`src/rtl/sram_arbiter.sv`:
```
// Round-robin read arbiter that owns the single read port of the sram block.
// Accepts at most one request per cycle; the read word returns tagged two edges later.
module sram_arbiter #(
  parameter int unsigned NREQ = 4,
  parameter int unsigned AW   = 5,
  parameter int unsigned DW   = 32
) (
  input  logic                 clk,
  input  logic                 rst_n,
  input  logic [NREQ-1:0]      req,
  input  logic [NREQ*AW-1:0]   req_adr,
  input  logic                 hold,
  output logic [NREQ-1:0]      gnt,
  output logic [AW-1:0]        sram_adr,
  input  logic [DW-1:0]        sram_data,
  output logic [NREQ-1:0]      rvalid,
  output logic [DW-1:0]        rdata
);

  localparam int unsigned PW = (NREQ > 1) ? $clog2(NREQ) : 1;

  logic [PW-1:0]   ptr_q, ptr_d;
  logic [AW-1:0]   sram_adr_q, sram_adr_d;
  logic            va_q, va_d;
  logic [NREQ-1:0] taga_q, taga_d;
  logic [NREQ-1:0] rvalid_q, rvalid_d;

  logic [NREQ-1:0] gnt_c;
  logic [PW-1:0]   win_c;
  logic            any_c;

  // First set request searching upward from ptr with wrap; forced idle in reset or hold.
  always_comb begin : arb
    logic [PW-1:0] idx;
    gnt_c = '0;
    win_c = '0;
    any_c = 1'b0;
    idx   = '0;
    if (rst_n && !hold) begin
      for (int unsigned k = 0; k < NREQ; k++) begin
        idx = PW'((32'(ptr_q) + k) % NREQ);
        if (!any_c && req[idx]) begin
          any_c      = 1'b1;
          win_c      = idx;
          gnt_c[idx] = 1'b1;
        end
      end
    end
  end

  // Next-state for pointer and the two-stage read pipeline.
  always_comb begin
    ptr_d      = ptr_q;
    sram_adr_d = sram_adr_q;
    va_d       = 1'b0;
    taga_d     = taga_q;
    rvalid_d   = va_q ? taga_q : '0;
    if (any_c) begin
      ptr_d      = (32'(win_c) == NREQ - 1) ? '0 : win_c + PW'(1);
      sram_adr_d = req_adr[32'(win_c) * AW +: AW];
      taga_d     = gnt_c;
      va_d       = 1'b1;
    end
  end

  always_ff @(posedge clk or negedge rst_n) begin
    if (!rst_n) begin
      ptr_q      <= '0;
      sram_adr_q <= '0;
      va_q       <= 1'b0;
      taga_q     <= '0;
      rvalid_q   <= '0;
    end else begin
      ptr_q      <= ptr_d;
      sram_adr_q <= sram_adr_d;
      va_q       <= va_d;
      taga_q     <= taga_d;
      rvalid_q   <= rvalid_d;
    end
  end

  assign gnt      = gnt_c;
  assign sram_adr = sram_adr_q;
  assign rvalid   = rvalid_q;
  // sram output is already aligned with rvalid, so it passes straight through.
  assign rdata    = sram_data;

endmodule

```
`config.mk`:
```
export PLATFORM = sky130hd
export DESIGN_NAME = sram_arbiter
export DESIGN_NICKNAME = d
export VERILOG_FILES = /design/src/rtl/sram_arbiter.sv
export SDC_FILE = /design/constraint.sdc
export NUM_CORES = 1
export LEC_CHECK = 0
export ABC_CLOCK_PERIOD_IN_PS = 4080
export CORE_MARGIN = 1
export CORE_UTILIZATION = 35
export DETAILED_ROUTE_END_ITERATION = 10
export GPL_ROUTABILITY_DRIVEN = 0
export PLACE_DENSITY = 0.93
export SYNTH_ARGS = -nofsm -noshare
export SYNTH_HDL_FRONTEND = slang
export SYNTH_SLANG_ARGS = --single-unit
```
`constraint.sdc`:
```
create_clock -name clk -period 4.08 [get_ports clk]
set_input_delay 0.408 -clock clk [delete_from_list [all_inputs] [get_ports clk]]
set_output_delay 0.408 -clock clk [all_outputs]
set_load 0.01 [all_outputs]
```
* Word-level counts from Yosys, hierarchy flattened
Cells that the tools add are included.
Storage, ports and cells: bits in registers 16, bits of input ports 59, output and inout port bits 45, logic and storage cells 75
Cells by class: $add $sub $neg 4, multipliers 1, order comparisons 8, equality and inequality tests 1, shifts and indexed selects 1, muxes and demuxes 40, bitwise logic cells 3, reduce and logical (&&, ||, !) cells 12
Operators by type and width (count):
- $mux 4 | 9
- $shiftx 20x6->5 | 1
- $mux 1 | 17
- $lt 2x3->1 const B | 4
- $mux 2 | 6
- $or 4x4->4 | 3
- $bmux 1 s2 | 4
- $demux 1 s2 | 4
- $ge 2x1->1 const B | 4
- $logic_and 1x1->1 | 8
- $mul 2x3->5 const B | 1
- $add 2x1->2 const B | 2
- $add 2x2->2 const B | 2
- $logic_not 1->1 | 4
- $eq 2x2->1 const B | 1

* Longest topological paths before layout
word-level depth 18, gate-level depth with buffers 10, mapped depth without buffers 8

* Worst setup path after synthesis
OpenSTA, ideal clock, no wires.
path type flip-flop to flip-flop, start point reg ptr_q[1], end point reg sram_adr_q[1] (netlist: sram_adr[1]), library setup time 125 ps, arrival time 2890 ps, required time 3955 ps, path slack 1065 ps, cell stages (with the launch flop) 10, path buffers 2, period minus slack after synthesis 3015 ps, cell sequence dfrtp_1 > clkbuf_1 > inv_1 > ha_1 > mux4_2 > o211ai_1 > and2_4 > buf_6 > mux4_2 > mux2_4
On the way: cells in the longest elaborated chain, start to end 18, elaborated cells on any way between the ends 32, those cells by class 3 x add/sub; 1 x mul; 1 x shift; 21 x mux; 6 x reduce/logical
Ends and longest elaborated chain:
- from (decl) | RTL line 22 | logic [PW-1:0] ptr_q, ptr_d;
- from (signal assigned) | RTL line 74 | ptr_q <= ptr_d;
- $bmux 1 s2 | RTL line 42 | if (!any_c && req[idx]) begin
- $mux 1 (not written as such) | RTL line 42
- $mux 1 | RTL line 42
- $mux 1 | RTL line 39 | if (rst_n && !hold) begin
- $logic_not 1->1 | RTL line 42
- $logic_and 1x1->1 | RTL line 42
- $mux 1 | RTL line 42
- $mux 1 | RTL line 39
- [2 not listed]
- $mux 1 | RTL line 42
- $mux 1 | RTL line 39
- $logic_not 1->1 | RTL line 42
- $logic_and 1x1->1 | RTL line 42
- $mux 2 | RTL line 42
- $mux 2 | RTL line 39
- $mul 2x3->5 | RTL line 60 | sram_adr_d = req_adr[32'(win_c) * AW +: AW];
- $shiftx 20x6->5 | RTL line 60
- to (signal assigned) | RTL line 75 | sram_adr_q <= sram_adr_d;
- to (decl) | RTL line 23 | logic [AW-1:0] sram_adr_q, sram_adr_d;
Parallel ways exist; a longest one is shown, timed or not. The select of a mux whose other input is x is not followed. A chain may end at the register's enable or synchronous reset.

* Worst setup path in the final report
start point reg ptr_q[1], end point out gnt[3]
On the way: cells in the longest elaborated chain, start to end 16, elaborated cells on any way between the ends 54, those cells by class 3 x add/sub; 8 x order compare; 30 x mux; 3 x bitwise; 10 x reduce/logical
Ends and longest elaborated chain:
- branches (longest 14 deep; another with $lt 2x3->1)
- $mux 4 * | RTL line 42
- $mux 4 * | RTL line 39
- to (decl) | RTL line 13 | output logic [NREQ-1:0] gnt,
Mark *: on every way between the ends. The select of a mux whose other input is x is not followed.

==> metrics.csv <==
stage,metric,value,unit
status,outcome,"finished, final reports clean",
critical_path,critPathCaptureType,output port,
pwr,internal_power,665,uW
yosys,synth_nets,216,
yosys,synth.distinct_cells,42,
drt,wl,3150,um
critical_path,crit_start,ptr_q[1]$_DFFE_PN0P_,
grt,grt_most_used_layer,met2,
drt,antenna_left,0,
sta,fin_crit_sh,90.1,%
grt,antenna_found_initial,0,
critical_path,r2r-end,sram_adr[1]$_DFFE_PN0P_,
yosys,synth_top_cell_by_area,dfrtp_1,
placed_design,hpwl,2460,um
drt,firstDrtPassIters,4,
drt,num_vias,1135,
clock_network,cts_resized,0,
critical_path,worstRegToRegCells,7,
grt,grtUsageTotal,15.9,%
critical_path,r2r_slack,860,ps
grt,met1_usage,17.7,%
finish,nNetsFinal,225,
yosys,synth_top_area_share,27.5,%
sta,rsz0062_at_grt,no,
yosys,async_reset_ff_share,100,%
sta,slew_viol_final,0,
yosys,synth_cells,149,
critical_path,required,3670,ps
die,core_area,4000,um2
drt,drc,0,
yosys,yosysWarnings,0,
die,die-width,66.5,um
grt,grt_pass1_wl,5340,um
clock_network,cts_tree,yes,
yosys,synth_seq_cells,16,
yosys,syn-cell-area,1460,um2
clock_network,insertion_delay,250,ps
grt,use_met2,28.7,%
pwr,power.total,1140,uW
sta,period_needed,3680,ps
clock_network,clkTransAtPathRegs,60,ps
pwr,p_leak,0.000703,uW
yosys,synth_ff_type,dfrtp_1,
drt,wl_per_cell,15.2,um
drt,viasPerCell,5.48,
critical_path,worstSetupPathType,reg2out,
yosys,seq_area_frac_synth,27.5,%
die,die_area,4430,um2
finish,layout-drive-gt1-share,11.5,%
die,ios,104,
placed_design,numPortBuffers,39,
pwr,pwr-share-seq,22.7,%
sta,setup_viol,0,
finish,regArea,400,um2
clock_network,htreeDepth,1,
clock_network,hold_buffers,0,
die,start_util,36.4,%
grt,overflow,0,
yosys,syn_avg_cell_area,9.78,um2
drt,drt_iter0_markers,51,
sta,maxSlewHeadroom,66.6,%
worst_hold_path,worstHoldStart,taga_q[1]$_DFFE_PN0P_,
finish,multi_input_area,768,um2
clock_network,cts_inserted_buffers,3,
sta,finalHoldViolCount,0,
die,rows,23,
pwr,p_sw_share,41.6,%
finish,n_fill_cell,386,
pwr,switching_power,474,uW
worst_hold_path,min_path_type,reg2reg,
clock_network,cts.path.max_buffers,2,
sta,max_freq,272,MHz
yosys,synth_edf_count,0,
die,die_h,66.5,um
critical_path,r2r-start,ptr_q[1]$_DFFE_PN0P_,
critical_path,startpoint_type,register,
finish,area_delta_synth_final,17.1,%
grt,use_met3,5.82,%
finish,diodes,0,
sta,finalSetupTns,0,ps
pwr,power.density,668,nW/um2
run,maxCapViolations,0,
sta,finalClockSkew,0.645,ps
clock_network,post_cts_buffers,0,
yosys,ys_top_cells_by_area,"dfrtp_1 (27%), buf_4 (16%), mux4_2 (7.7%), ha_1 (6.9%), a21oi_1 (2.7%)",
critical_path,worstPathArrival,3270,ps
pwr,comb_power_share,65.0,%
sta,worst_pin_slew,501,ps
clock_network,cts.sinks,16,
pwr,clkPwrFrac,12.3,%
clock_network,cts_root_buffer,clkbuf_8,
pwr,ir_drop,0.000337,V
critical_path,crit_end,gnt[3],
critical_path,cp_max_fo,10,
grt,grt_max_degree,19,
grt,grt_pass1_vias,1202,
-- worst max-delay path, cell delays in order (launching register included) --
cell and delay [ps]:
dfrtp_1 610, inv_1 180, ha_1 410, mux4_2 440, nor3_1 270, and2_1 240
nand2_1 70, a21oi_1 210, clkdlybuf4s50_1 580
-- layout make-up --
type | instances | share of cell area, %
clock buffers | 4 | 3.23
inverters | 4 | 0.880
multi-input cells | 92 | 45.0
flip-flops and latches | 16 | 23.5
well taps | 50 | 3.67
repair buffers | 41 | 23.8
-- stage by stage --
| stage | instances | area (um2) | hold WS [ps] | util [%] | setup slack (ps) |
|---|---|---|---|---|---|
| finish | 207 | 1710 | 470 | 42.7 | 405 |
| global route | 207 | 1710 | 491 | 42.7 | 204 |
| CTS | 207 | 1710 | 474 | 42.7 | 434 |
| detailed placement | 203 | 1650 | 459 | 41.3 | 711 |
| global placement | 203 | 1650 | 458 | 41.3 | 793 |
| floorplan | 149 | 1460 | 112 | - | 1060 |
-- synthesized netlist by cell type (4+ instances only) --
library cell,number
buf_4,32
dfrtp_1,16
a21oi_1,8
ha_1,8
nand2_1,7
and2_1,5
mux4_2,5
nor2_1,5
o21ai_0,5
a21o_1,4
a221o_1,4
nand2b_1,4
-- sequential cells by signal (all words and copies together), names as in the netlist --
signal	cells
sram_adr	5
rvalid	4
taga_q	4
ptr_q	2
va_q	1
-- kinds of logic (layout without fill, tap and decap cells) --
logic type,count (synthesis),in the layout,synth area share [%]
muxes,12,12,13.1
AOI/OAI and AO/OA,39,39,19.6
and+or+nand+nor,31,31,11.9
adders and majority gates,8,8,6.87
DFF,16,16,27.5
buffers and inverters,41,49,19.8
xor gates and xnor gates,2,2,1.20
-- power by group through the flow --
stage	Clock, uW	Sequential (uW)	Combinational [uW]
6_report	140	259	740
5_1_grt	151	267	810
4_1_cts	143	258	740
3_5_place_dp	0	261	736
3_3_place_gp	0	257	715
2_1_floorplan	0	262	566
-- placed cells by master (no fill, tap or decap), types with 3 or more instances in the layout --
cell	count
and2_1	5
nand2_1	7
mux4_2	5
inv_1	3
o21ai_0	5
mux2_2	3
clkbuf_8	4
nor2_1	5
ha_1	8
mux2i_1	3
nand2b_1	4
a221o_1	4
a21oi_1	8
dfrtp_1	16
a21o_1	4
clkdlybuf4s50_1	39
-- metal layers --
| layer | routed length (um) | share of wire, % | vias to the layer above |
|---|---|---|---|
| met1 | 1300 | 41 | 546 |
| li1 | - | - | 533 |
| met2 | 1590 | 51 | 46 |
| met4 | 47 | 1.5 | 0 |
| met3 | 211 | 6.7 | 10 |
| met5 | 0 | 0 | - |
-- worst min path at each step --
stage | endpoint | slack, ps | depth (start not counted)
CTS | taga_q[1]$_DFFE_PN0P_ | 470 | 1
detailed placement | taga_q[1]$_DFFE_PN0P_ | 460 | 1
global placement | taga_q[1]$_DFFE_PN0P_ | 460 | 1
global route | taga_q[1]$_DFFE_PN0P_ | 490 | 1
floorplan | ptr_q[0]$_DFFE_PN0P_ | 110 | 0
finish | taga_q[1]$_DFFE_PN0P_ | 470 | 1
No activity file was read; power rests on OpenSTA's default activity.
